===== src/rtl/updown_counter_param_if.sv =====
// Control/status bundle for updown_counter_param.
// UPDOWN_COUNTER_STICKY_EN adds the ovf_clr/sticky pair.
interface updown_counter_param_if #(
    parameter int unsigned WIDTH  = 4,
    parameter int unsigned STEP_W = 2
);
    logic              en;
    logic              load;
    logic [WIDTH-1:0]  d;
    logic              updown;
    logic [STEP_W-1:0] step;
    logic              sat;
    logic [WIDTH-1:0]  count;
    logic              tc;
    logic              ovf;
    logic              udf;
`ifdef UPDOWN_COUNTER_STICKY_EN
    logic              ovf_clr;
    logic              sticky;
`endif

`ifdef UPDOWN_COUNTER_STICKY_EN
    modport master (
        output en, load, d, updown, step, sat, ovf_clr,
        input  count, tc, ovf, udf, sticky
    );
    modport slave (
        input  en, load, d, updown, step, sat, ovf_clr,
        output count, tc, ovf, udf, sticky
    );
`else
    modport master (
        output en, load, d, updown, step, sat,
        input  count, tc, ovf, udf
    );
    modport slave (
        input  en, load, d, updown, step, sat,
        output count, tc, ovf, udf
    );
`endif
endinterface


===== src/rtl/updown_counter_param.sv =====
// Parametrised modulo up/down counter with step, wrap/saturate mode and ovf/udf pulses.
// Optional sticky overflow flag under UPDOWN_COUNTER_STICKY_EN.
module updown_counter_param #(
    parameter int unsigned WIDTH   = 4,
    parameter int unsigned MODULUS = 16,
    parameter int unsigned STEP_W  = 2
) (
    input  logic                  clk,
    input  logic                  rst,
    updown_counter_param_if.slave bus
);
    localparam int unsigned AW  = WIDTH + 1;
    localparam int unsigned MAX = MODULUS - 1;
    localparam logic [AW-1:0] MAX_X = AW'(MAX);
    localparam logic [AW-1:0] MOD_X = AW'(MODULUS);

    logic [WIDTH-1:0] count_q;
    logic [WIDTH-1:0] count_nxt;
    logic             ovf_q;
    logic             ovf_nxt;
    logic             udf_q;
    logic             udf_nxt;

    // One extra bit so count+step and count+MODULUS never truncate.
    logic [AW-1:0] cnt_x;
    logic [AW-1:0] step_x;
    logic [AW-1:0] d_x;
    logic [AW-1:0] up_sum;
    logic [AW-1:0] dn_wrap;

    assign cnt_x   = {1'b0, count_q};
    assign step_x  = AW'(bus.step);
    assign d_x     = {1'b0, bus.d};
    assign up_sum  = cnt_x + step_x;
    assign dn_wrap = cnt_x + MOD_X - step_x;

    // Next count and boundary-crossing flags; reset is applied in the register.
    always_comb begin
        count_nxt = count_q;
        ovf_nxt   = 1'b0;
        udf_nxt   = 1'b0;
        if (bus.load) begin
            count_nxt = (d_x > MAX_X) ? WIDTH'(MAX) : bus.d;
        end else if (bus.en) begin
            if (bus.updown) begin
                if (up_sum > MAX_X) begin
                    ovf_nxt   = 1'b1;
                    count_nxt = bus.sat ? WIDTH'(MAX) : WIDTH'(up_sum - MOD_X);
                end else begin
                    count_nxt = WIDTH'(up_sum);
                end
            end else begin
                if (cnt_x >= step_x) begin
                    count_nxt = WIDTH'(cnt_x - step_x);
                end else begin
                    udf_nxt   = 1'b1;
                    count_nxt = bus.sat ? '0 : WIDTH'(dn_wrap);
                end
            end
        end
    end

    always_ff @(posedge clk) begin
        if (rst) begin
            count_q <= '0;
            ovf_q   <= 1'b0;
            udf_q   <= 1'b0;
        end else begin
            count_q <= count_nxt;
            ovf_q   <= ovf_nxt;
            udf_q   <= udf_nxt;
        end
    end

    assign bus.count = count_q;
    assign bus.ovf   = ovf_q;
    assign bus.udf   = udf_q;
    assign bus.tc    = (bus.updown && (count_q == WIDTH'(MAX))) ||
                       (!bus.updown && (count_q == '0));

`ifdef UPDOWN_COUNTER_STICKY_EN
    logic sticky_q;

    // A set event on the same edge as ovf_clr wins.
    always_ff @(posedge clk) begin
        if (rst) begin
            sticky_q <= 1'b0;
        end else if (ovf_nxt || udf_nxt) begin
            sticky_q <= 1'b1;
        end else if (bus.ovf_clr) begin
            sticky_q <= 1'b0;
        end
    end

    assign bus.sticky = sticky_q;
`endif
endmodule


===== src/flat_wrapper.sv =====
// flat-port wrapper written by rule: the top's interface ports become plain ports
module updown_counter_param_flat 
#(
    parameter int unsigned WIDTH   = 4,
    parameter int unsigned MODULUS = 16,
    parameter int unsigned STEP_W  = 2
)
  (clk, rst, bus_en, bus_load, bus_d, bus_updown, bus_step, bus_sat, bus_count, bus_tc, bus_ovf, bus_udf);
  updown_counter_param_if #(.WIDTH(WIDTH), .STEP_W(STEP_W)) bus_i ();
  input  logic clk;
  input  logic rst;
  input wire logic [$bits(bus_i.en)-1:0] bus_en;
  input wire logic [$bits(bus_i.load)-1:0] bus_load;
  input wire logic [$bits(bus_i.d)-1:0] bus_d;
  input wire logic [$bits(bus_i.updown)-1:0] bus_updown;
  input wire logic [$bits(bus_i.step)-1:0] bus_step;
  input wire logic [$bits(bus_i.sat)-1:0] bus_sat;
  output wire logic [$bits(bus_i.count)-1:0] bus_count;
  output wire logic [$bits(bus_i.tc)-1:0] bus_tc;
  output wire logic [$bits(bus_i.ovf)-1:0] bus_ovf;
  output wire logic [$bits(bus_i.udf)-1:0] bus_udf;
  assign bus_i.en = bus_en;
  assign bus_i.load = bus_load;
  assign bus_i.d = bus_d;
  assign bus_i.updown = bus_updown;
  assign bus_i.step = bus_step;
  assign bus_i.sat = bus_sat;
  assign bus_count = bus_i.count;
  assign bus_tc = bus_i.tc;
  assign bus_ovf = bus_i.ovf;
  assign bus_udf = bus_i.udf;
  updown_counter_param #(.WIDTH(WIDTH), .MODULUS(MODULUS), .STEP_W(STEP_W)) u_core (.clk(clk), .rst(rst), .bus(bus_i));
endmodule

===== config.mk =====
export PLATFORM = sky130hd
export DESIGN_NAME = updown_counter_param_flat
export DESIGN_NICKNAME = d
export VERILOG_FILES = /design/src/rtl/updown_counter_param_if.sv /design/src/rtl/updown_counter_param.sv /design/src/flat_wrapper.sv
export SDC_FILE = /design/constraint.sdc
export NUM_CORES = 1
export LEC_CHECK = 0
export ABC_CLOCK_PERIOD_IN_PS = 4500
export CAP_MARGIN = 25
export CORE_AREA = 3 3 40 42
export CTS_CLUSTER_SIZE = 25
export DETAILED_ROUTE_END_ITERATION = 8
export DIE_AREA = 0 0 43 45
export PLACE_DENSITY = 0.76
export SLEW_MARGIN = 20
export SYNTH_ARGS = -nofsm -noshare
export SYNTH_HDL_FRONTEND = slang
export SYNTH_SLANG_ARGS = --single-unit
export TNS_END_PERCENT = 1

===== constraint.sdc =====
create_clock -name clk -period 4.5 [get_ports clk]
set_clock_uncertainty 0.15 [all_clocks]
set_input_delay 0.9 -clock clk [delete_from_list [all_inputs] [get_ports clk]]
set_output_delay 0.9 -clock clk [all_outputs]
set_load 0.02 [all_outputs]

Yosys cells after proc, flatten, opt, wreduce, memory -nomap -nowiden
Index checks and enable logic that the tools add are counted.
Storage, ports and cells
  bits in registers: 6
  output and inout bits: 7
Cells by class
  multiplexer cells: 10
  $add $sub $neg: 5
  eq/ne operators: 1
  reductions and logical operators: 8
  $lt $le $gt $ge: 3
  bitwise operators: 2
Operators by type and width (count)
  2-to-1 mux 4 bit: 8
  OR reduction 4 bit: 2
  subtractor 4 x 2 -> 4 bit: 2
  adder 4 x 2 -> 5 bit: 1
  > comparator 5 x 4 -> 1 bit, second input constant: 1
  adder 4 x 1 -> 4 bit, second input constant: 1
  equality test 4 bit, second input constant: 1
  greater-or-equal comparator 4 x 2 -> 1 bit: 1
  > comparator 4 bit, second input constant: 1
  zero test 4 bit: 1
  subtractor 4 x 1 -> 4 bit, second input constant: 1
  logical AND 1 bit: 2
  2-to-1 mux 1 bit: 2
  inverter 1 bit: 2
  nonzero test 2 bit: 1
  zero test 1 bit: 1
  logical OR 1 bit: 1

Longest topological paths before layout
Gate-level depths: netlist (run 1).
  depth after elaboration: 7
  gate-level depth with buffers: 8

Worst setup path before layout (run 1)
No wires, ideal clock.
  path kind: input to output
  from: input port bus_updown
  to: output port bus_tc
  data required time: 3.450 ns
  cell stages on the path: 3
  arrival time: 1.607 ns
  path buffers: 1
  setup slack: 1.843 ns
  cells stage by stage: clkbuf_8 > nand3_1 > o21ai_0
Between the ends
  cells in the longest elaborated chain, start to end: 3
RTL lines
  from (decl): RTL line flat_wrapper.sv:15  | input wire logic [$bits(bus_i.updown)-1:0] bus_updown;
  zero test 1 bit: RTL line updown_counter_param.sv:79  | (!bus.updown && (count_q == '0));
  logical AND 1 bit: RTL line updown_counter_param.sv:79
  logical OR 1 bit *: RTL line updown_counter_param.sv:78  | assign bus.tc = (bus.updown && (count_q == WIDTH'(MAX))) ||
  to (decl): RTL line flat_wrapper.sv:19  | output wire logic [$bits(bus_i.tc)-1:0] bus_tc;
Mark *: on every way between the ends. The rest lies on a longest branch, timed or not.

Final worst setup path (run 1)
Same ends and word-level chain as after synthesis.

==> results of run 1 <==
## cells by family (layout without fill, tap and decap cells)
logic type / Yosys count / after routing / share of synthesized area
AO/OA/AOI/OAI: 18 / 18 / 0.210
XOR/XNOR: 2 / 2 / 0.0306
adder cells (fa/ha/maj): 6 / 6 / 0.158
buffers and inverters: 11 / 28 / 0.133
flip-flops: 6 / 6 / 0.210
multiplexers: 1 / 1 / 0.0175
AND/OR/NAND/NOR: 22 / 22 / 0.241
## worst reg2reg max path: cells and delay by family, from the launching register on
kind / cells / cell delay [ns]
DFF: 1 / 0.38
adders and majority gates: 2 / 0.65
buffers and inverters: 1 / 0.10
AOI/OAI and AO/OA: 3 / 0.62
## layout make-up
class	instances	area share
timing repair buffer	18	0.242
sequential	6	0.162
clock buffer	3	0.0303
tap	15	0.0253
inverter	7	0.0354
multi-input combinational	49	0.505
## stage by stage
stage | power (mW) | cell area (um^2) | std cells | utilization
floorplan | 0.103 | 572 | 66 | -
global placement | 0.124 | 721 | 95 | 0.561
detailed placement | 0.125 | 721 | 95 | 0.561
CTS | 0.174 | 743 | 98 | 0.578
global route | 0.184 | 743 | 98 | 0.578
finish | 0.172 | 743 | 98 | 0.578
## state kept, by name (all words and copies together), names as in the netlist
| register | flops |
|---|---|
| u_core.bus.count | 4 |
| u_core.bus.udf | 1 |
| u_core.bus.ovf | 1 |
## power breakdown
| part | switching (mW) | leakage, nW | total (mW) | internal, mW |
|---|---|---|---|---|
| Sequential | 0.00674 | 0.0492 | 0.0631 | 0.0563 |
| Combinational | 0.0295 | 0.218 | 0.0605 | 0.0309 |
| Clock | 0.0184 | 0.0138 | 0.0485 | 0.0301 |
| Total | 0.0547 | 0.281 | 0.172 | 0.117 |
## worst min path at each step
stage	startpoint	to	cells after the start
final	u_core.bus.count[3]$_SDFFE_PP0P_	u_core.bus.ovf$_SDFF_PP0_	2
after global routing	u_core.bus.count[3]$_SDFFE_PP0P_	u_core.bus.ovf$_SDFF_PP0_	2
after CTS	u_core.bus.count[2]$_SDFFE_PP0P_	u_core.bus.ovf$_SDFF_PP0_	2
after detailed placement	u_core.bus.count[2]$_SDFFE_PP0P_	u_core.bus.ovf$_SDFF_PP0_	2
after global placement	u_core.bus.count[3]$_SDFFE_PP0P_	u_core.bus.ovf$_SDFF_PP0_	2
after floorplan	u_core.bus.count[3]$_SDFFE_PP0P_	u_core.bus.ovf$_SDFF_PP0_	3
## layout by cell type (no fill, tap or decap), drive strengths merged
cell type and count:
a211oi 1, a21oi 9, a41oi 1, and3b 1
clkbuf 3, clkdlybuf4s50 18, dfxtp 6, fa 2
ha 4, inv 7, mux2i 1, nand2 4
nand2b 2, nand3 6, nand4 1, nor2 1
nor2b 1, nor3 3, nor3b 2, nor4 1
o21ai 3, o221ai 2, o22ai 1, o31ai 1
xnor2 1, xor2 1
## routing by layer
layer,routed length (um),GRT usage,vias to the layer above
met2,569,0.207,16
met4,0,0.0361,0
met1,557,0.175,242
li1,-,-,271
met5,0,0,-
met3,75,0.0518,0
==> results.md, run 1 <==
- Cell Chain, Critical Path: clkdlybuf4s50_1, nor3_4, nand3_1, o21ai_0, clkdlybuf4s50_1
- Synth Net Count: 84
- MaxCap Viol Count: 0
- DRC Markers: 0
- Area contributors post-synth: dfxtp_1 21%, ha_1 8.8%, a21oi_1 7.9%
- Required time of the critical path: 3.45 ns
- Reg clk slew, reported paths: 0.04 ns
- Critical path class: in2out
- Synthesized area per cell: 8.66 um^2
- R2r setup slk: 2.53 ns
- Vias in the first global route: 444
- CTS resizes: 0
- # diodes: 0
- CP max FO: 10
- Fmax: 278 MHz
- Die X: 43 um
- # rows: 13
- CP top delay family: buffers and inverters
- Seq/Total Area, Yosys: 0.210
- WP buf/inv: 2
- Die area: 0.00194 mm^2
- Clock buffer depth: 2
- Yosys top cell area share: 0.210
- TritonRoute pass-1 iters: 5
- Largest net degree at the start of global routing: 12
- Unrepaired setup endpoints after global routing: false
- Via density: 5.40
- Crit path capture type: output pin
- Count leader, synth: a21oi_1
- Yosys top cell by area: dfxtp_1
- RR Startpoint: u_core.bus.count[0]$_SDFFE_PP0P_
- First-pass GRT wire length: 1930 um
- Worst EP arrival: 2.55 ns
- Gr usage total: 0.134
- Slew Limit Fails: 0
- Post-DP HPWL: 1010 um
- Core area: 0.00128 mm^2
- CP startpoint: bus_updown
- Gr ovfl total: 0
- Slowest-stage cell, CP: clkdlybuf4s50_1
- Yosys reg bits: 6
- Distinct cells, synth: 28
- CTS tree: done
- Synthesis-to-finish area growth: 30.0%
- CP Depth: 5
- Synthesized area: 572 um^2
- Slew margin rel.: 0.708
- LEAKAGE: 0.281 nW
- FFs w/ async S/R, synth: 0
- Register area: 120 um^2
- Most used DFF post-synth: dfxtp_1
- Input/output buffers: 18
- Fraction of layout cells with a size suffix above 1: 0.0843
- Sink Count: 6
- Hold Path Class: reg2reg
- Peak supply drop: 151 uV
- Multi-input logic area: 375 um^2
- Htree depth: 1
- CP peak stage delay: 0.63 ns
- Initial antenna violation count: 0
- CP Launch Type: primary input
- Worst slack, placed: 0.895 ns
- Synth cell count leaders: 9 x a21oi_1, 7 x inv_1, 6 x dfxtp_1, 6 x nand3_1
- Worst-case reg-to-reg path depth: 6
- Hold slack: 0.516 ns
- Final-report hold violation count: 0
- Crit share post-route: 0.799
- Vias post-DR: 529
- Ports: 19
- Reg-to-reg endpoint: u_core.bus.count[1]$_SDFFE_PP0P_
- Fin crit period: 3.60 ns
- TritonCTS buffer count: 3
- Gpl congestion: 0.828
- Post-CTS Setup Bufs: 0
- CP endpoint: bus_tc
- Routed len/inst: 12.3 um
- Net count, final: 103
- Fin worst setup slack: 0.904 ns
- Status: finished, final reports clean
- Root buf cell: clkbuf_4
- Die Ht: 45 um
- Worst Max-Slew Pin Slew: 0.438 ns
- Post-synth EDFFs: 0
- Initial cell density of the core: 0.445
- Yosys warns: 0
- Hold Buf Count CTS: 0
- Top cell by count, worst path: clkdlybuf4s50_1
- Number of routed nets with antenna violations: 0
- Drt initial violations: 6
- Post-Syn Instances: 66
- Setup violations, final: 0
- Setup_tns: 0 ns
- Filler cells: 125
- P per Cell Area: 231 mW/mm^2
- Clk_lat worst skew: 0.24 ns
- Total wire length: 1200 um
(Power assumes the default switching activity.)
==> run 2: changes to the inputs <==
- ABC_CLOCK_PERIOD_IN_PS: 4500 -> 3300
- CORE_AREA: 3 3 40 42 -> unset
- CORE_MARGIN: unset -> 3
- CORE_UTILIZATION: unset -> 39
- DIE_AREA: 0 0 43 45 -> unset
- PLACE_DENSITY: 0.76 -> 0.73
- clock period: 4.5 -> 3.3 ns (I/O delays scaled with it)
==> run 2 against run 1 <==
Against the previous run:
- via count rose by 2.1%
- wire length rose by 3.3%
- clock power rose by 31%
- clock-buffer cell count did not move
- first-iteration DRC count fell by 17%
- worst hold slack got worse by 0.012 ns
- die area rose by 1.4%
- cell area rose by 1.0%
==> results.md, run 2 (synthesized netlist as in run 1, its figures left out) <==
- Status: finished, final reports clean
- Input/output buffers: 18 (unchanged)
- Multi-input logic area: 375 um^2 (unchanged)
- Via density: 5.45 (+1.0%)
- Commonest non-fill, non-tap cell in the layout: clkdlybuf4s50_1
- Net count, final: 104 (+0.97%)
- Die X: 44.3 um (+3.0%)
- Final-report hold violation count: 0 (unchanged)
- TritonRoute pass-1 iters: 4 (-1)
- Worst Max-Slew Pin Slew: 0.425 ns (-0.0131 ns)
- DRC Markers: 0 (unchanged)
- CP startpoint: bus_updown
- Largest net degree at the start of global routing: 12 (unchanged)
- Initial antenna violation count: 0 (unchanged)
- Post-CTS Setup Bufs: 0 (unchanged)
- First-pass GRT wire length: 2040 um (+5.3%)
- Gr ovfl total: 0 (unchanged)
- Initial cell density of the core: 0.429 (-0.0163)
- Register area: 120 um^2 (unchanged)
- Required time of the critical path: 2.49 ns (-0.96 ns)
- Fin crit period: 2.96 ns
- Reg clk slew, reported paths: 0.04 ns (about the same)
- # diodes: 0 (unchanged)
- P per Cell Area: 311 mW/mm^2 (+35%)
- Fmax: 337 MHz
- Setup_tns: 0 ns (unchanged)
- RR Startpoint: u_core.bus.count[0]$_SDFFE_PP0P_
- Worst EP arrival: 2.15 ns (-0.40 ns)
- Critical path class: in2out
- Sink Count: 6 (unchanged)
- Peak supply drop: 277 uV (+83%)
- Unrepaired setup endpoints after global routing: false
- Ports: 19 (unchanged)
- Hold Buf Count CTS: 0 (unchanged)
- CP max FO: 4 (-6)
- Filler cells: 135 (+8.0%)
- Routed len/inst: 12.5 um (+2.3%)
- Htree depth: 1 (unchanged)
- Worst-case reg-to-reg path depth: 6 (unchanged)
- Root buf cell: clkbuf_4
- Drt initial violations: 5 (-1)
- Gr usage total: 0.140 (+0.00620)
- Slew margin rel.: 0.716 (+0.00877)
- TritonCTS buffer count: 3 (unchanged)
- Synthesis-to-finish area growth: 31.3%
- Crit share post-route: 0.898
- Setup violations, final: 0 (unchanged)
- Fraction of layout cells with a size suffix above 1: 0.0952 (+0.0109)
- Placed Instances: 96 (+1.1%)
- MaxCap Viol Count: 0 (unchanged)
- CP Launch Type: primary input
- Number of routed nets with antenna violations: 0 (unchanged)
- Slew Limit Fails: 0 (unchanged)
- Die Ht: 44.3 um (-1.6%)
- CTS tree: done
- LEAKAGE: 0.285 nW (+1.7%)
- Max reg flops: 4 (unchanged)
- Gpl congestion: 0.842 (+1.7%)
- WHS Path Cells: 2 (unchanged)
- Total wire length: 1240 um (+3.3%)
- Clock buffer depth: 2 (unchanged)
- Core area: 0.00133 mm^2 (+3.8%)
- Die area: 0.00196 mm^2 (+1.4%)
- Vias post-DR: 540 (+2.1%)
- Commonest cells after routing, fill and taps aside: 18 x clkdlybuf4s50_1, 9 x a21oi_1, 7 x inv_1, 6 x nand3_1, 6 x dfxtp_1
- Post-DP HPWL: 1040 um (+3.1%)
- # rows: 13 (unchanged)
- Crit path capture type: output pin
- Layout Cells excl Fill: 99 (+1.0%)
- CTS resizes: 0 (unchanged)
- Vias in the first global route: 502 (+13%)
- Hold Path Class: reg2reg
- Clk_lat worst skew: 0.24 ns (about the same)
- Hold path start: u_core.bus.count[2]$_SDFFE_PP0P_
[run 2: cell count changes in the layout (fill, tap and decap cells not counted), sizes merged]
cell and change:
buf +1
[run 2: routing by layer]
layer / part of all wire / track usage
met5: 0 / 0
met4: 0 / 0.0361
met3: 0.054 / 0.0366
met2: 0.48 / 0.235
met1: 0.46 / 0.176
[run 2: metrics by stage]
step | power, mW | utilization | hold slack, ns | setup slack [ns] | instance area, um^2
floorplan | 0.140 | - | 0.533 | 1.12 | 572
global placement | 0.170 | 0.546 | 0.509 | 0.343 | 728
detailed placement | 0.172 | 0.546 | 0.512 | 0.327 | 728
CTS | 0.238 | 0.563 | 0.515 | 0.324 | 751
global route | 0.252 | 0.563 | 0.578 | 0.237 | 751
finish | 0.234 | 0.563 | 0.504 | 0.336 | 751
[run 2: where the power goes]
group | switching [mW] | leakage, nW | internal [mW]
Sequential | 0.00907 | 0.0492 | 0.0769
Combinational | 0.0414 | 0.222 | 0.0430
Clock | 0.0225 | 0.0138 | 0.0409
Total | 0.0730 | 0.285 | 0.161
[run 2: worst paths after layout]
path | slack, ns | end
worst min-delay path | 0.50 | u_core.bus.ovf$_SDFF_PP0_
worst min register to register | 0.50 | u_core.bus.ovf$_SDFF_PP0_
worst max-delay path | 0.34 | bus_tc
worst max register to register | 1.35 | u_core.bus.count[1]$_SDFFE_PP0P_
[run 2: layout make-up]
| type | count | share of cell area |
|---|---|---|
| repair buffers | 19 | 0.250 |
| clock buffers | 3 | 0.0300 |
| flip-flops and latches | 6 | 0.160 |
| inverters | 7 | 0.0350 |
| multi-input cells | 49 | 0.500 |
| well taps | 15 | 0.0250 |
[run 2: critical path, cell delays in order]
cell and delay (ns):
clkdlybuf4s50_1 0.50, nor3_4 0.20, nand3_1 0.09, o21ai_0 0.08
clkdlybuf4s50_1 0.63
==> run 3: changes to the inputs <==
- CORE_ASPECT_RATIO: unset -> 1.1
==> run 3 against run 2 <==
Against the previous run:
- sequential share of layout area did not move
- setup slack worse by 0.021 ns
- via count is the same
- global-route usage up 1.1 points
- maximum frequency shrank 0.69%
- first-iteration DRC count up 40%
- final cell count stayed put
- critical endpoint unchanged
- largest cell class unchanged
- largest power group unchanged
- highest routed layer unchanged
==> results.md, run 3 (synthesized netlist as in run 1, its figures left out) <==
- # rows: 13 (unchanged)
- Final-report hold violation count: 0 (unchanged)
- Hold path start: u_core.bus.count[2]$_SDFFE_PP0P_
- RR Startpoint: u_core.bus.count[0]$_SDFFE_PP0P_
- Worst-case reg-to-reg path depth: 6 (unchanged)
- WHS Path Cells: 2 (unchanged)
- Die area: 0.00196 mm^2 (about the same)
- Gr usage total: 0.151 (+0.0109)
- Switch Pwr: 0.0747 mW (+2.3%)
- Placed Instances: 96 (unchanged)
- Max reg flops: 4 (unchanged)
- Critical path class: in2out
- Unrepaired setup endpoints after global routing: false
- Net count, final: 104 (unchanged)
- Total wire length: 1290 um (+3.6%)
- Post-CTS Setup Bufs: 0 (unchanged)
- Vias post-DR: 540 (unchanged)
- Routed len/inst: 13.0 um (+3.6%)
- CTS resizes: 0 (unchanged)
- Via density: 5.45 (unchanged)
- Ports: 19 (unchanged)
- Peak supply drop: 186 uV (-33%)
- Die Ht: 46.2 um (+4.2%)
- Fin crit period: 2.98 ns (+0.0207 ns)
- Crit path capture type: output pin
- Slew margin rel.: 0.709 (-0.00730)
- Reg clk slew, reported paths: 0.04 ns (about the same)
- Htree depth: 1 (unchanged)
- Setup violations, final: 0 (unchanged)
- Commonest cells after routing, fill and taps aside: 18 x clkdlybuf4s50_1, 9 x a21oi_1, 7 x inv_1, 6 x nand3_1, 6 x dfxtp_1
- Input/output buffers: 18 (unchanged)
- Switching share of power: 0.317 (+0.00484)
- Core area: 0.00127 mm^2 (-4.9%)
- CTS tree: done
- Clock Power Share: 0.276 (+0.005)
- Die X: 42.5 um (-4.0%)
- R2r setup slk: 1.32 ns (-0.03 ns)
- Required time of the critical path: 2.49 ns (about the same)
- Layout Cells excl Fill: 99 (unchanged)
- Hold Path Class: reg2reg
- First-pass GRT wire length: 2170 um (+6.8%)
- Slew Limit Fails: 0 (unchanged)
- Clk_lat worst skew: 0.24 ns (about the same)
- Worst Max-Slew Pin Slew: 0.436 ns (+0.0109 ns)
- Number of routed nets with antenna violations: 0 (unchanged)
- # diodes: 0 (unchanged)
- Initial cell density of the core: 0.451 (+0.0220)
- Internal Power: 0.161 mW (about the same)
- DRC Markers: 0 (unchanged)
- Comb pwr share: 0.357 (-0.004)
- Commonest non-fill, non-tap cell in the layout: clkdlybuf4s50_1
- Fraction of layout cells with a size suffix above 1: 0.0952 (unchanged)
- Worst Hold Endpoint: u_core.bus.ovf$_SDFF_PP0_
- Synthesis-to-finish area growth: 31.3% (unchanged)
- Root buf cell: clkbuf_4
- TritonCTS buffer count: 3 (unchanged)
- CP max FO: 4 (unchanged)
- Hold Buf Count CTS: 0 (unchanged)
- Reg-to-reg endpoint: u_core.bus.count[3]$_SDFFE_PP0P_
- Clock buffer depth: 2 (unchanged)
- Final Util: 0.592 (+0.0289)
- CP Launch Type: primary input
- Initial antenna violation count: 0 (unchanged)
- Setup_tns: 0 ns (unchanged)
- Drt initial violations: 7 (+2)
- Gpl congestion: 0.866 (+2.9%)
- Worst EP arrival: 2.17 ns (+0.02 ns)
- Post-DP HPWL: 1050 um (+0.84%)
- LEAKAGE: 0.285 nW (unchanged)
- Sink Count: 6 (unchanged)
- MaxCap Viol Count: 0 (unchanged)
- Vias in the first global route: 517 (+3.0%)
- Status: finished, final reports clean
- Sequential Power Share: 0.367 (about the same)
- Gr ovfl total: 0 (unchanged)
- P per Cell Area: 314 mW/mm^2 (+0.69%)
- Largest net degree at the start of global routing: 12 (unchanged)
- Fmax: 335 MHz (-0.69%)
- Crit share post-route: 0.904 (+0.00627)
- TritonRoute pass-1 iters: 4 (unchanged)
## run 3: cell counts in the layout (fill, tap and decap cells not counted)
Identical to the previous run, type by type.
## run 3: final cells by class
class,count,area [um^2]
multi-input cells,49,375
well taps,15,18.8
repair buffers,19,188
inverters,7,26.3
fillers,126,518
flip-flops and latches,6,120
clock buffers,3,22.5
## run 3: stage by stage
step	instance area, um^2	power, mW	hold slack, ns	setup WS (ns)
global placement	728	0.170	0.509	0.344
global route	751	0.254	0.553	0.229
detailed placement	728	0.172	0.521	0.329
floorplan	572	0.140	0.533	1.12
finish	751	0.235	0.523	0.315
CTS	751	0.240	0.525	0.316
## run 3: worst max path at each step
| stage | endpoint | cells after the start | slack (ns) | start |
|---|---|---|---|---|
| global placement | bus_tc | 5 | 0.34 | bus_updown |
| detailed placement | bus_tc | 5 | 0.33 | bus_updown |
| global route | bus_tc | 5 | 0.23 | bus_updown |
| finish | bus_tc | 5 | 0.32 | bus_updown |
| floorplan | bus_tc | 3 | 1.12 | bus_updown |
| CTS | bus_tc | 5 | 0.32 | bus_updown |
## run 3: power by group through the flow
stage          Clock, mW  Sequential (mW)  Combinational (mW)
2_1_floorplan          0           0.0866              0.0538
3_3_place_gp           0           0.0875              0.0828
3_5_place_dp           0           0.0878              0.0839
4_1_cts           0.0686           0.0865              0.0844
5_1_grt           0.0724           0.0874              0.0938
6_report          0.0650           0.0864              0.0840
## run 3: critical path, cell delays in order
cell and delay, ns:
clkdlybuf4s50_1 0.50, nor3_4 0.19, nand3_1 0.10, o21ai_0 0.09, clkdlybuf4s50_1 0.63
## run 3: routing by layer
layer  part of all wire  routed length, um  vias up  global-route usage
li1                   -                  -      273                   -
met5                  0                  0        -                   0
met3              0.057                 73        0              0.0664
met1               0.43                557      247               0.178
met4                  0                  0        0              0.0373
met2               0.51                657       20               0.252
==> patch 1, RTL diff (config.mk and constraints of run 3) <==
`WIDTH` is set to 4 in 3 places; all go to 6.
--- a/src/rtl/updown_counter_param_if.sv
+++ b/src/rtl/updown_counter_param_if.sv
@@ -1,7 +1,7 @@
 // Control/status bundle for updown_counter_param.
 // UPDOWN_COUNTER_STICKY_EN adds the ovf_clr/sticky pair.
 interface updown_counter_param_if #(
-    parameter int unsigned WIDTH  = 4,
+    parameter int unsigned WIDTH  = 6,
     parameter int unsigned STEP_W = 2
 );
     logic              en;
--- a/src/rtl/updown_counter_param.sv
+++ b/src/rtl/updown_counter_param.sv
@@ -1,7 +1,7 @@
 // Parametrised modulo up/down counter with step, wrap/saturate mode and ovf/udf pulses.
 // Optional sticky overflow flag under UPDOWN_COUNTER_STICKY_EN.
 module updown_counter_param #(
-    parameter int unsigned WIDTH   = 4,
+    parameter int unsigned WIDTH   = 6,
     parameter int unsigned MODULUS = 16,
     parameter int unsigned STEP_W  = 2
 ) (
--- a/src/flat_wrapper.sv
+++ b/src/flat_wrapper.sv
@@ -1,7 +1,7 @@
 // flat-port wrapper written by rule: the top's interface ports become plain ports
 module updown_counter_param_flat 
 #(
-    parameter int unsigned WIDTH   = 4,
+    parameter int unsigned WIDTH   = 6,
     parameter int unsigned MODULUS = 16,
     parameter int unsigned STEP_W  = 2
 )
Interface: changed (resized bus_count and bus_d); port bits go from 19 to 23. The function was not compared with the original's and may differ.
==> patch 1 against run 3 <==
Sequential share of layout area shrank 5.1 points; wire length increased by 140%; combinational power grew to 2.9 times the old value; largest power group is now combinational cells; sequential cell count grew 2; synthesized area rose by 100%; final area grew 96%; total power up 88%; register-to-register slack worse by 670 ps; via count increased by 120%; utilization down 6.6 points; non-clock buffer count increased by 12; die area up 86%; setup slack worse by 230 ps; critical endpoint unchanged.
==> patch 1: results (changes against run 3) <==
Status
  – Outcome: completed

Clock network
  – Setup bufs post-CTS: 0 (unchanged)
  – Clock root cell: clkbuf_4
  – Worst-Skew Late Latency: 260 ps (+20 ps)
  – Htree depth: 1 (unchanged)
  – # resized after CTS: 0 (unchanged)
  – Clock Pin Slew Worst Setup and Hold Paths: 70 ps (+30 ps)

Min path
  – Hold Path Class: reg2reg
  – Hold Path Stages: 2 (unchanged)

Cells and area
  – Fin nets: 201 (+93%)
  – Fillers: 276 (+120%)
  – Share of layout cells above drive strength 1: 0.1369 (+0.04167)
  – Antenna Cells: 0 (unchanged)
  – Max reg flops: 6 (+2)

Worst setup path
  – FF-to-FF path depth: 12 (+6)
  – Worst Setup SP: bus_updown
  – Crit path arrival time: 2400 ps (+230 ps)
  – CP endpoint: bus_tc
  – Worst R2R Start: u_core.bus.count[0]
  – Reg2reg setup slack: 650 ps (-670 ps)
  – FF-to-FF End: u_core.bus.count[5]
  – Top delay family on crit path: buffers and inverters
  – Crit-path max FO: 6 (+2)

Logic synthesis
  – Register area share after synthesis: 0.1388 (-0.07124)
  – Synth unique cells: 51 (+82%)
  – Largest cells by area after synthesis: ha_1 15%, dfxtp_1 14%, fa_1 5.2%, a21oi_1 4.3%, inv_1 4.2%
  – Post-Syn Nets: 171 (+100%)
  – Synth cell count leaders: 14 x ha_1, 13 x inv_1, 10 x a21oi_1

Routing
  – Routed WL per cell: 15.34 um (+18%)
  – DRT iter0 DRCs: 39 (+32)
  – Post-DR vias/cell: 5.826 (+6.8%)

GRT
  – Antenna violations before repair: 0 (unchanged)
  – Pin count of the biggest net entering global routing: 12 (unchanged)
  – GRT Overall Usage: 0.1823 (+0.03149)
  – First-pass GRT wire length: 5.347 mm (+150%)

Power and ir drop
  – Peak supply drop: 246.2 uV (+32%)
  – P_leak: 0.5943 nW (+110%)

Place
  – Dpl hpwl: 2.555 mm (+140%)
  – Worst slack, placed: -11.46 ps (-340.1 ps)
  – Port bufs: 22 (+4)
  – Global placement routability congestion: 0.8014 (-7.5%)

Timing
  – Hold Worst Slack: 511.1 ps (-11.96 ps)
  – Fin crit period: 3212 ps (+227.7 ps)
  – Max_slew headroom: 0.7342 (+0.02507)
  – Pins over their slew limit: 0 (unchanged)
[patch 1: changes by cell type after synthesis, sizes merged, moves of 4 or more]
| cell | delta |
|---|---|
| nor2 | +6 |
| o21ai | +6 |
| nor3 | +5 |
| ha | +10 |
| inv | +7 |
| xnor2 | +4 |
[patch 1: worst min-delay path by stage]
stage                        start             endpoint
3_3_place_gp   u_core.bus.count[5]  u_core.bus.count[5]
5_1_grt        u_core.bus.count[5]  u_core.bus.count[5]
2_1_floorplan                  rst  u_core.bus.count[3]
3_5_place_dp   u_core.bus.count[5]  u_core.bus.count[5]
4_1_cts        u_core.bus.count[5]  u_core.bus.count[5]
6_report       u_core.bus.count[5]  u_core.bus.count[5]
[patch 1: worst register-to-register path, cell delays in order (launching register included)]
cell,delay [ps]
dfxtp_1,440
inv_1,100
ha_1,270
inv_1,80
ha_1,160
inv_1,60
fa_1,400
o21bai_1,160
a21oi_1,100
nor3_2,110
a21oi_1,50
or4_1,420
o211ai_1,90
[patch 1: kinds of logic after synthesis]
logic type,Yosys count,share of synthesized area
AO/OA/AOI/OAI,45,0.2928
adder cells (fa/ha/maj),17,0.2039
multiplexers,1,0.008677
flip-flops,8,0.1388
XOR/XNOR,8,0.06074
AND/OR/NAND/NOR,41,0.2224
buffers and inverters,20,0.07266
[patch 1: metrics by stage]
step | cells | utilization | area [um^2] | setup TNS [ps] | power, mW
global route | 201 | 0.5259 | 1474 | 0 | 0.4800
global placement | 198 | 0.5179 | 1451 | 0 | 0.3534
finish | 201 | 0.5259 | 1474 | 0 | 0.4426
detailed placement | 198 | 0.5179 | 1451 | -16.79 | 0.3603
CTS | 201 | 0.5259 | 1474 | 0 | 0.4420
floorplan | 140 | - | 1154 | 0 | 0.2784
[patch 1: final cells by class]
cell class	instances	area, um^2	share of cell area
clock buffers	3	22.52	0.01528
inverters	14	52.55	0.03565
multi-input cells	112	909.6	0.6171
flip-flops and latches	8	160.2	0.1087
well taps	33	41.29	0.02801
repair buffers	31	287.8	0.1952
[patch 1: power by group]
| part | switching [mW] | internal, mW | leakage [nW] |
|---|---|---|---|
| Clock | 0.0401 | 0.0420 | 0.0138 |
| Combinational | 0.130 | 0.116 | 0.515 |
| Sequential | 0.0117 | 0.103 | 0.0658 |
| Total | 0.182 | 0.261 | 0.594 |
[patch 1: layer usage]
layer	routed length [um]	share of wire	GRT usage	up-vias
li1	-	-	-	572
met5	0	0	0	-
met2	1553	0.50	0.3121	40
met3	175	0.057	0.02893	0
met4	0	0	0.03478	0
met1	1354	0.44	0.2379	559
==> patch 2, RTL diff (flow settings as in run 3) <==
Without the edit above. `MODULUS` is set to 16 in 2 places; all go to 8.
--- a/src/rtl/updown_counter_param.sv
+++ b/src/rtl/updown_counter_param.sv
@@ -2,7 +2,7 @@
 // Optional sticky overflow flag under UPDOWN_COUNTER_STICKY_EN.
 module updown_counter_param #(
     parameter int unsigned WIDTH   = 4,
-    parameter int unsigned MODULUS = 16,
+    parameter int unsigned MODULUS = 8,
     parameter int unsigned STEP_W  = 2
 ) (
     input  logic                  clk,
--- a/src/flat_wrapper.sv
+++ b/src/flat_wrapper.sv
@@ -2,7 +2,7 @@
 module updown_counter_param_flat 
 #(
     parameter int unsigned WIDTH   = 4,
-    parameter int unsigned MODULUS = 16,
+    parameter int unsigned MODULUS = 8,
     parameter int unsigned STEP_W  = 2
 )
   (clk, rst, bus_en, bus_load, bus_d, bus_updown, bus_step, bus_sat, bus_count, bus_tc, bus_ovf, bus_udf);
Check against the original RTL: not equivalent (a bounded check fails within 4 cycles, from zero or initial values and one cycle with rst high).
==> patch 2 against run 3 <==
Synthesized area grew 24%; combinational power rose by 58%; final area increased by 25%; setup slack worse by 1.2 ps; sequential cell count is the same; total power is 22% higher; wire length up 31%; utilization is 1.8 points lower; global-route usage is 1.1 points higher; via count up 27%; first-iteration DRC count increased by 29%; register-to-register slack got worse by 430 ps; critical path type unchanged; largest power group is now combinational cells.
==> patch 2: results (changes against run 3) <==
Worst setup path
  – Crit path arrival time: 2180 ps
  – Crit-path max FO: 8 (+4)

Clock network
  – Htree depth: 1 (unchanged)
  – Worst-Skew Late Latency: between 200 and 300 ps
  – Clock root cell: clkbuf_4
  – Clock Pin Slew Worst Setup and Hold Paths: 40 ps (about the same)
  – TritonCTS buffer count: 3 (unchanged)
  – # resized after CTS: 0 (unchanged)
  – Max clock buf depth: 2 (unchanged)
  – Setup bufs post-CTS: 0 (unchanged)

Routing
  – Post-DR vias/cell: 5.615 (+2.9%)
  – Routed WL per cell: 13.82 um (+6.3%)
  – Routed wire length: 1.686 mm (+31%)
  – DRT Pass-1 Iters: 4 (unchanged)
  – DRT iter0 DRCs: 9 (+2)

GRT
  – GRT Overall Usage: 0.1615 (+0.01073)
  – Vias in the first global route: 646 (+25%)
  – Antenna violations before repair: 0 (unchanged)
  – Pin count of the biggest net entering global routing: 12 (unchanged)
  – First-pass GRT wire length: 2.746 mm (+26%)

Logic synthesis
  – Synth unique cells: 36 (+29%)
  – Largest cells by area after synthesis: ha_1 18%, dfxtp_1 17%, fa_1 8.5%, inv_1 5.8%, nand2_1 3.2%
  – Async set or reset register ratio after synthesis: 0 (unchanged)
  – Register area share after synthesis: 0.1699 (-0.04015)
  – Post-Syn Nets: 109 (+30%)
  – Syn. warnings: 0 (unchanged)
  – Most used DFF post-synth: dfxtp_1
  – Synth cell count leaders: 11 x inv_1, 10 x ha_1, 6 x dfxtp_1, 6 x nand2_1
  – Synthesized instance count: 84 (+27%)

Place
  – Cell count after placement: 119 (+24%)
  – Worst slack, placed: 240.1 ps (-88.49 ps)
  – Port bufs: 18 (unchanged)
  – Global placement routability congestion: 0.8287 (-4.3%)
  – Dpl hpwl: 1.382 mm (+32%)
  – Placed instance area: 914.6 um^2 (+26%)

Cells and area
  – Fin nets: 132 (+27%)
  – Max reg flops: 4 (unchanged)
  – Antenna Cells: 0 (unchanged)
  – Multi-input gate area: 525.5 um^2 (+40%)
  – Fillers: 152 (+21%)
  – Share of layout cells above drive strength 1: 0.1238 (+0.02857)

Timing
  – Max_slew headroom: 0.7593 (+0.05026)

Status
  – Outcome: completed

Power and ir drop
  – Peak supply drop: 217.8 uV (+17%)
  – Total power: 0.2866 mW (+22%)
  – Sequential cell power: 0.0841 mW (-2.7%)
  – Gate power share: 0.465 (+0.108)
  – Pint: 0.1818 mW (+13%)
  – P_leak: 0.3886 nW (+36%)

Min path
  – Hold Path Class: reg2reg
==> patch 2: cell count changes after synthesis, sizes merged, moves of 2 or more <==
| cell | before | now |
|---|---|---|
| nor2 | 1 | 4 |
| nand3 | 6 | 3 |
| o21ai | 3 | 5 |
| o2111ai | 0 | 2 |
| o221ai | 2 | 0 |
| inv | 7 | 12 |
| nand2 | 4 | 6 |
| o41ai | 0 | 2 |
| ha | 4 | 10 |
| a21oi | 9 | 4 |
| a31oi | 0 | 2 |
| a2111oi | 0 | 2 |
==> patch 2: metal layers <==
metal,track usage,part of all wire,wire length [um]
met5,0,0,0
met4,0.04265,0.0095,16
met3,0.06452,0.034,58
met2,0.2477,0.49,824
met1,0.2052,0.47,787
==> patch 2: worst paths after layout <==
check,cells after the start,slack (ps),end,startpoint
hold reg to reg,2,440,u_core.bus.count[0],u_core.bus.count[0]
setup reg to reg,8,890,u_core.bus.count[3],u_core.bus.count[0]
hold / removal,2,440,u_core.bus.count[0],u_core.bus.count[0]
setup / recovery,3,310,bus_tc,bus_updown
==> patch 2: cell families (layout without fill, tap and decap cells) <==
group	count (synthesis)	after routing	share of synthesized area
flip-flops	6	6	0.1699
buffers and inverters	15	36	0.08671
XOR/XNOR	3	3	0.03717
AO/OA/AOI/OAI	24	24	0.2726
adder cells (fa/ha/maj)	13	13	0.2620
AND/OR/NAND/NOR	23	23	0.1717
==> patch 2: area by class of cell <==
class / count / area share
inverters: 12 / 0.04806
flip-flops and latches: 6 / 0.1282
repair buffers: 21 / 0.2163
multi-input cells: 63 / 0.5607
clock buffers: 3 / 0.02403
well taps: 17 / 0.02270
==> patch 2: critical path: stages <==
cell and delay (ps):
clkdlybuf4s50_1 560, o41ai_1 290, clkdlybuf4s50_1 660
